[src/rtl/hex_display_pkg.sv]
// Shared constants for the multiplexed hex display: active-high glyphs and index sizing.
package hex_display_pkg;

   localparam logic [6:0] SEG_0     = 7'b1111110;
   localparam logic [6:0] SEG_1     = 7'b0110000;
   localparam logic [6:0] SEG_2     = 7'b1101101;
   localparam logic [6:0] SEG_3     = 7'b1111001;
   localparam logic [6:0] SEG_4     = 7'b0110011;
   localparam logic [6:0] SEG_5     = 7'b1011011;
   localparam logic [6:0] SEG_6     = 7'b1011111;
   localparam logic [6:0] SEG_7     = 7'b1110000;
   localparam logic [6:0] SEG_8     = 7'b1111111;
   localparam logic [6:0] SEG_9     = 7'b1111011;
   localparam logic [6:0] SEG_A     = 7'b1110111;
   localparam logic [6:0] SEG_B     = 7'b0011111;
   localparam logic [6:0] SEG_C     = 7'b1001110;
   localparam logic [6:0] SEG_D     = 7'b0111101;
   localparam logic [6:0] SEG_E     = 7'b1001111;
   localparam logic [6:0] SEG_F     = 7'b1000111;
   localparam logic [6:0] SEG_BLANK = 7'b0000000;

   // A single-digit display still needs a 1-bit index register.
   function automatic int idx_width(input int digits);
      return (digits > 1) ? $clog2(digits) : 1;
   endfunction

endpackage

[src/rtl/hex7seg_dec.sv]
// Combinational nibble to active-high 7-segment glyph, bit 6 = segment a.
module hex7seg_dec
   import hex_display_pkg::*;
(
   input  logic [3:0] nibble,
   output logic [6:0] glyph
);

   // glyph lookup
   always_comb begin
      glyph = SEG_BLANK;
      case (nibble)
         4'h0:    glyph = SEG_0;
         4'h1:    glyph = SEG_1;
         4'h2:    glyph = SEG_2;
         4'h3:    glyph = SEG_3;
         4'h4:    glyph = SEG_4;
         4'h5:    glyph = SEG_5;
         4'h6:    glyph = SEG_6;
         4'h7:    glyph = SEG_7;
         4'h8:    glyph = SEG_8;
         4'h9:    glyph = SEG_9;
         4'hA:    glyph = SEG_A;
         4'hB:    glyph = SEG_B;
         4'hC:    glyph = SEG_C;
         4'hD:    glyph = SEG_D;
         4'hE:    glyph = SEG_E;
         4'hF:    glyph = SEG_F;
         default: glyph = SEG_BLANK;
      endcase
   end

endmodule

[src/rtl/hex_display_mux.sv]
// N-digit multiplexed hex display with tear-free loading and leading-zero blanking.
// Optional PWM dimming of the anodes when HEX_DISPLAY_MUX_BRIGHTNESS_EN is defined.
module hex_display_mux
   import hex_display_pkg::*;
#(
   parameter int DIGITS           = 4,
   parameter int DIV_LOG2         = 16,
   parameter bit ANODE_ACTIVE_LOW = 1'b0,
   parameter bit SEG_ACTIVE_LOW   = 1'b0
)(
   input  logic                  clk,
   input  logic                  rst_n,
   input  logic [4*DIGITS-1:0]   data,
   input  logic                  data_valid,
   input  logic [DIGITS-1:0]     dp_in,
   input  logic                  blank_lz,
`ifdef HEX_DISPLAY_MUX_BRIGHTNESS_EN
   input  logic [3:0]            brightness,
`endif
   output logic [DIGITS-1:0]     anodes,
   output logic [6:0]            segments,
   output logic                  dp,
   output logic                  frame_done
);

   localparam int                IW       = idx_width(DIGITS);
   localparam logic [IW-1:0]     LAST_IDX = IW'(DIGITS - 1);
   localparam logic [DIGITS-1:0] AN_OFF   = {DIGITS{ANODE_ACTIVE_LOW}};
   localparam logic [6:0]        SEG_OFF  = {7{SEG_ACTIVE_LOW}};

   logic [DIV_LOG2-1:0] presc_r;
   logic [IW-1:0]       idx_r;
   logic [4*DIGITS-1:0] disp_r, pend_data_r;
   logic [DIGITS-1:0]   disp_dp_r, pend_dp_r;
   logic                pend_r;
   logic                tick_s, boundary_s, blank_s, dp_s;
   logic [DIGITS-1:0]   lz_s, an_s;
   logic [3:0]          nibble_s;
   logic [6:0]          glyph_s, seg_s;

   assign tick_s     = &presc_r;
   assign boundary_s = tick_s && (idx_r == LAST_IDX);
   assign nibble_s   = disp_r[{idx_r, 2'b00} +: 4];

   hex7seg_dec u_dec (
      .nibble (nibble_s),
      .glyph  (glyph_s)
   );

   // prescaler and digit index
   always_ff @(posedge clk or negedge rst_n) begin
      if (!rst_n) begin
         presc_r <= '0;
         idx_r   <= '0;
      end else begin
         presc_r <= presc_r + 1'b1;
         if (tick_s) begin
            idx_r <= boundary_s ? '0 : idx_r + 1'b1;
         end
      end
   end

   // Strobes are staged in pend and only reach disp at a frame boundary;
   // a strobe on the boundary tick itself bypasses the staging register.
   always_ff @(posedge clk or negedge rst_n) begin
      if (!rst_n) begin
         disp_r      <= '0;
         disp_dp_r   <= '0;
         pend_data_r <= '0;
         pend_dp_r   <= '0;
         pend_r      <= 1'b0;
      end else if (boundary_s && data_valid) begin
         disp_r    <= data;
         disp_dp_r <= dp_in;
         pend_r    <= 1'b0;
      end else if (boundary_s && pend_r) begin
         disp_r    <= pend_data_r;
         disp_dp_r <= pend_dp_r;
         pend_r    <= 1'b0;
      end else if (data_valid) begin
         pend_data_r <= data;
         pend_dp_r   <= dp_in;
         pend_r      <= 1'b1;
      end
   end

   // lz_s[k]: nibbles k..DIGITS-1 of the displayed value are all zero
   always_comb begin
      lz_s = '0;
      for (int k = 0; k < DIGITS; k++) begin
         lz_s[k] = ((disp_r >> (4 * k)) == '0);
      end
   end

   assign blank_s = blank_lz && (idx_r != '0) && lz_s[idx_r];

   // active-high digit view before polarity and registering
   always_comb begin
      an_s         = '0;
      an_s[idx_r]  = 1'b1;
`ifdef HEX_DISPLAY_MUX_BRIGHTNESS_EN
      if (presc_r[DIV_LOG2-1 -: 4] >= brightness) begin
         an_s = '0;
      end else begin
         an_s = an_s;
      end
`endif
      if (blank_s) begin
         seg_s = SEG_BLANK;
         dp_s  = 1'b0;
      end else begin
         seg_s = glyph_s;
         dp_s  = disp_dp_r[idx_r];
      end
   end

   // output register, reset to the inactive pin level
   always_ff @(posedge clk or negedge rst_n) begin
      if (!rst_n) begin
         anodes     <= AN_OFF;
         segments   <= SEG_OFF;
         dp         <= SEG_ACTIVE_LOW;
         frame_done <= 1'b0;
      end else begin
         anodes     <= an_s ^ AN_OFF;
         segments   <= seg_s ^ SEG_OFF;
         dp         <= dp_s ^ SEG_ACTIVE_LOW;
         frame_done <= boundary_s;
      end
   end

endmodule

[config.mk]
export PLATFORM = sky130hd
export DESIGN_NAME = hex_display_mux
export DESIGN_NICKNAME = d
export VERILOG_FILES = /design/src/rtl/hex_display_pkg.sv /design/src/rtl/hex7seg_dec.sv /design/src/rtl/hex_display_mux.sv
export SDC_FILE = /design/constraint.sdc
export NUM_CORES = 1
export LEC_CHECK = 0
export ABC_AREA = 1
export CORE_MARGIN = 1.5
export CORE_UTILIZATION = 61
export CTS_CLUSTER_SIZE = 40
export DETAILED_ROUTE_END_ITERATION = 6
export GPL_TIMING_DRIVEN = 0
export PLACE_DENSITY = 0.87
export RECOVER_POWER = 100
export REMOVE_ABC_BUFFERS = 1
export SYNTH_ARGS = -nofsm -noshare
export SYNTH_HDL_FRONTEND = slang
export SYNTH_SLANG_ARGS = --single-unit
[constraint.sdc]
create_clock -name clk -period 4.3 [get_ports clk]
set_input_delay 0.645 -clock clk [delete_from_list [all_inputs] [get_ports clk]]
set_output_delay 0.645 -clock clk [all_outputs]
set_load 0.03 [all_outputs]
# [After elaboration in Yosys (flattened, before gate mapping)]
# Memory sizes are Yosys's and may differ from the RTL's.
# Cells that the tools add are included.
[totals] mem_bits_ro=112 regBits=72 mem_bits_rw=0 latch_bits=0 mem_count=1 out_inout_bits=13 elab_cells=51 in_bits=24
[memory_table] memory="(name not given)" words=16 word_bits=7 rd=1 rd_clocked_by_memory_dff=0 write_ports=0 line="hex7seg_dec.sv:12" rtl="case (nibble)"
[op_classes] bitwise_logic=2 n_eq_ne=1 shifts=1 magnitude_cmp=2 mux=16 add_sub_neg=2 multipliers=0 n_reduce_logical=15 div_mod_pow=0
[op_table] op="$logic_not 16->1" n=4
[op_table] op="$mux 16" n=2
[op_table] op="$add 16x1->16 const B" n=1
[op_table] op="$reduce_and 16->1" n=1
[op_table] op="$shiftx 16x5->4" n=1
[op_table] op="$mux 4" n=2
[op_table] op="$mux 1" n=7
[op_table] op="$mux 7" n=1
[op_table] op="$logic_and 1x1->1" n=6
[op_table] op="$bmux 1 s2" n=2
[op_table] op="$reduce_bool 2->1" n=2
[op_table] op="$lt 2x3->1 const B" n=1
[op_table] op="$reduce_and 3->1" n=1
[op_table] op="$reduce_bool 3->1" n=1
[op_table] op="$add 2x1->2 const B" n=1
[op_table] op="$demux 1 s2" n=1
[op_table] op="$eq 2x2->1 const B" n=1
[op_table] op="$ge 2x1->1 const B" n=1
[op_table] op="$mux 2" n=1
[op_table] op="$not 1->1" n=2

# [Longest topological paths before layout]
[logic_depth] ltp_word=5 ltp_mapped=11 depth_no_buf=11

# [Hierarchy]
# A second synthesis with hierarchy kept.
[unflattened] cells_unflattened=479 hier_area_um2=3713.6
[modules_own_cells] module="hex_display_mux" cells_each=427 area_each_um2=3443.3 seq_area_each_um2=1801.7 n_inst=1
[modules_own_cells] module="hex7seg_dec" cells_each=52 area_each_um2=270.3 seq_area_each_um2=0.0 n_inst=1

# [Least setup slack after synthesis]
# Ideal clock, no wire load.
[synth_path] kind="register to register" start="register idx_r[0]" end="register segments[4]" setup_slack_ns=2.682 t_arrival_ns=1.505 setup_ns=0.113 period_less_slack_ns=1.618 path_buffers=1 required_ns=4.187 path_stages_with_launch=11 cell_sequence="dfrtp_1 inv_2 buf_2 nand2_1 nand3_1 nand2_1 ha_1 o21ai_0 nand2_1 nand2_1 inv_1"
[synth_between] elab_chain_cells=4 word_cells_on_any_way=8 classes_between="shift: 1; mux: 3; reduce/logical: 3; memory: 1"
[synth_rtl] element="start, declared" line="hex_display_mux.sv:32" rtl="logic [IW-1:0] idx_r;"
[synth_rtl] element="start signal, assigned" line="hex_display_mux.sv:58" rtl="idx_r <= boundary_s ? '0 : idx_r + 1'b1;"
[synth_rtl] element="branches (longest 3 deep; another with $mem_v2 16x7)"
[synth_rtl] element="$mux 7 *" line="hex_display_mux.sv:108" rtl="if (blank_s) begin"
[synth_rtl] element="via seg_s[4]" line="hex_display_mux.sv:39" rtl="logic [6:0] glyph_s, seg_s;"
[synth_rtl] element="end signal, assigned" line="hex_display_mux.sv:126" rtl="segments <= seg_s ^ SEG_OFF;"
[synth_rtl] element="end, declared" line="hex_display_mux.sv:21" rtl="output logic [6:0] segments,"
# Mark *: on every way through the listed nets, which the timed path passes. The select of a mux whose other input is x is not followed.
# A chain may end at the register's enable or synchronous reset.

# [Worst setup path after layout]
[layout_path] start="register presc_r[0]" end="register pend_data_r[11]"
[layout_between] elab_chain_cells=5 word_cells_on_any_way=7 classes_between="bitwise: 2; reduce/logical: 5"
[layout_rtl] element="start, declared" line="hex_display_mux.sv:31" rtl="logic [DIV_LOG2-1:0] presc_r;"
[layout_rtl] element="start signal, assigned" line="hex_display_mux.sv:56" rtl="presc_r <= presc_r + 1'b1;"
[layout_rtl] element="$reduce_and 16->1 *" line="hex_display_mux.sv:41" rtl="assign tick_s = &presc_r;"
[layout_rtl] element="$logic_and 1x1->1 *" line="hex_display_mux.sv:42" rtl="assign boundary_s = tick_s && (idx_r == LAST_IDX);"
[layout_rtl] element="$logic_and 1x1->1 (on tied branches)" line="hex_display_mux.sv:76, hex_display_mux.sv:72"
[layout_rtl] element="$not 1->1 (no source line)"
[layout_rtl] element="$reduce_and 3->1 (no source line) *"
[layout_rtl] element="end signal, assigned" line="hex_display_mux.sv:81" rtl="pend_data_r <= data;"
[layout_rtl] element="end, declared" line="hex_display_mux.sv:33" rtl="logic [4*DIGITS-1:0] disp_r, pend_data_r;"
# Every way passes the cells marked *; elsewhere a longest branch is shown, timed or not.

==> impl_metrics.env <==
export IMPL_start_kind="flip-flop"
export IMPL_reg2reg_from="presc_r[0]"
export IMPL_coreArea_mm2=0.00592
export IMPL_cts_max_path_buffers=2
export IMPL_synthXorXnorAreaFrac_pct=3.05
export IMPL_fin_nets=550
export IMPL_status="finished with violations"
export IMPL_rows=28
export IMPL_drive_gt1_share_pct=5.96
export IMPL_violations="capacitance limit, slew limit"
export IMPL_synth_seq_cells=72
export IMPL_crit_chain="ha_1, nand2_1, nor2_1, nand2_1, nor2_1, nand2_1, nand2_1, nand2_1, nand2_1"
export IMPL_dp_slack_ps=1140
export IMPL_cts_tree="done"
export IMPL_hold_violations=0
export IMPL_clock_latency_ps=340
export IMPL_htree_num_levels=3
export IMPL_rrSetupSlack_ps=1290
export IMPL_register_area_mm2=0.00180
export IMPL_hold_path_class="reg2reg"
export IMPL_cp_slowest_cell="nand2_1"
export IMPL_vias=3085
export IMPL_crit_start="presc_r[0]"
export IMPL_cts_sinks=72
export IMPL_dr_pass1_iters=4
export IMPL_synthAdderAreaFrac_pct=3.69
export IMPL_yosys_area_share_simple_pct=35.4
export IMPL_seq_area_frac_synth_pct=48.3
export IMPL_relSlewSlack_pct=-13.6
export IMPL_setup_violations_final=0
export IMPL_critical_path_peak_fanout=21
export IMPL_portBuffers=36
export IMPL_final_max_slew_viol_count=73
export IMPL_wl_per_cell_um=12.1
export IMPL_n_fill_cell=472
export IMPL_dpl_hpwl_mm=4.77
export IMPL_grt_usage_pct=24.7
export IMPL_fin_crit_ps=3010
export IMPL_p_leak_nw=2.27
export IMPL_initial_utilization_pct=63.0
export IMPL_ant_nets=0
export IMPL_dpl_cell_area_mm2=0.00406
export IMPL_cp_arrival_ps=3290
export IMPL_place_congestion=0.839
export IMPL_die_w_um=81.2
export IMPL_cpPeakStageDelay_ps=760
export IMPL_via_per_inst=5.18
export IMPL_syn_avg_cell_area_um2=7.69
export IMPL_drtIter0Drc=190
export IMPL_dieArea_mm2=0.00659
export IMPL_cts_clk_slew_worst_paths_ps=80
export IMPL_grt_pass1_vias=2855
export IMPL_cts_root_buf="clkbuf_8"
export IMPL_power_density_mw_per_mm2=314
export IMPL_multiInputGateArea_mm2=0.00162
export IMPL_antenna_found_initial=0
export IMPL_layoutNonFillerInstCount=595
export IMPL_synth_top_family_by_area="simple AND/OR/NAND/NOR gates"
export IMPL_cts_hold_buf=0
export IMPL_die_y_um=81.2
export IMPL_num_io_pins=37
export IMPL_drv_cap=1
export IMPL_layout_setup_ws_ps=1290
export IMPL_dp_cells=579
export IMPL_reg2reg_to="pend_data_r[11]"
export IMPL_finalCritPeriodShare_pct=70.0
export IMPL_postCtsSetupRepairBufs=0
export IMPL_skew_ps=9.81
export IMPL_vdd_drop_max_mv=0.214
export IMPL_crit_top_cell="nand2_1"
export IMPL_grt_max_degree=73
export IMPL_cts_repair_resize_count=0
export IMPL_finalSetupTns_ps=0
export IMPL_worstSetupPathType="reg2reg"
export IMPL_grt_pass1_wl_mm=12.5
export IMPL_drc=0
export IMPL_synthMuxAreaShare_pct=0
export IMPL_finalWirelength_mm=7.19
export IMPL_crit_required_ps=4580
export IMPL_synth_compound_area_share_pct=2.21
export IMPL_endpoint_kind="flip-flop"
export IMPL_cts_made_buffers=9
export IMPL_ys_warnings_count=0
export IMPL_diodes=0
export IMPL_design_area_mm2=0.00423
export IMPL_area_growth_pct=13.5
export IMPL_worst_pin_slew_ps=1700
export IMPL_clock_fmax_mhz=332
export IMPL_endpoint="pend_data_r[11]"
export IMPL_grt_overflow=0
export IMPL_synth_area_mm2=0.00373
export IMPL_synthCells=485
export IMPL_p_total_mw=1.33
export IMPL_ff2ff_path_depth=9
export IMPL_rsz0062_at_grt="false"
export IMPL_synthDistinctLibCells=24
-- cell type report --
type	instances	share of cell area, %
clock buffer	11	3.58
inverter	41	3.64
sequential	72	42.6
clock inverter	5	1.30
multi-input combinational	355	38.3
tap	75	2.22
timing repair buffer	36	8.40
-- cells in the final DEF, fill, tap and decap left out --
master and instances:
dlygate4sd3_1 14, a21boi_0 1, nand3_2 2, nand2_2 1, nand4_1 3, clkdlybuf4s50_1 21
xor2_1 9, clkbuf_8 11, nor3_1 1, ha_1 11, dfrtp_1 72, nor2_4 1
bufinv_16 1, clkinvlp_4 2, a21oi_1 5, clkbuf_2 1, xnor2_1 4, clkinv_2 2
nor2_1 71, nand3_1 38, o21ai_0 10, nand2_1 188, inv_1 41, nor2_2 10
-- logic make-up after synthesis --
kind of cell,count (synthesis)
and+or+nand+nor,315
DFF,72
buffers and inverters,58
AOI/OAI and AO/OA,16
xor gates and xnor gates,13
adders and majority gates,11
-- where the power goes --
group          total [mW]  switching [mW]  internal [mW]
clock network       0.547           0.249          0.297
logic              0.0813          0.0466         0.0347
registers           0.702         0.00852          0.693
total                1.33           0.304           1.03
-- Yosys cell counts (all sizes together) --
master / number / share of area, %
a21boi: 1 / 0.20
a21oi: 5 / 0.67
buf: 14 / 2.9
clkbuf: 3 / 0.30
dfrtp: 72 / 48
ha: 11 / 3.7
inv: 41 / 4.1
nand2: 189 / 19
nand3: 40 / 5.6
nand4: 3 / 0.50
nor2: 82 / 9.7
nor3: 1 / 0.13
o21ai: 10 / 1.3
xnor2: 4 / 0.94
xor2: 9 / 2.1
-- routing by layer --
layer,vias to the layer above,global-route usage [%],routed length [um]
met5,-,0,0
met4,0,10.7,93
met3,10,4.94,293
met2,85,40.6,3540
met1,1450,31.7,3260
li1,1540,-,-
-- sequential cells by signal (all words and copies together), names as in the netlist --
register / cells
anodes: 4
disp_dp_r: 4
disp_r: 16
dp: 1
frame_done: 1
idx_r: 2
pend_data_r: 16
pend_dp_r: 4
pend_r: 1
presc_r: 16
segments: 7
-- metrics by stage --
stage | util (%) | hold slack (ps)
final | 71.5 | 457
after floorplan | - | 349
after CTS | 72.1 | 450
after global placement | 68.7 | 435
after detailed placement | 68.6 | 451
after global routing | 71.5 | 483
-- critical path: cells and delay by family (launching register included) --
family        cells  cell delay (ps)
fa+ha+maj         1              190
flops             1              370
simple gates      8             2390
-- how the worst min path moves through the flow --
stage | start | end | cells past startpoint
after floorplan | rst_n | anodes[0] | 0
after CTS | rst_n | presc_r[4] | 1
after detailed placement | presc_r[0] | presc_r[0] | 1
final | presc_r[0] | presc_r[0] | 1
after global placement | presc_r[0] | presc_r[0] | 1
after global routing | presc_r[0] | presc_r[0] | 1
Note: power is estimated with default switching activity, not from simulation.
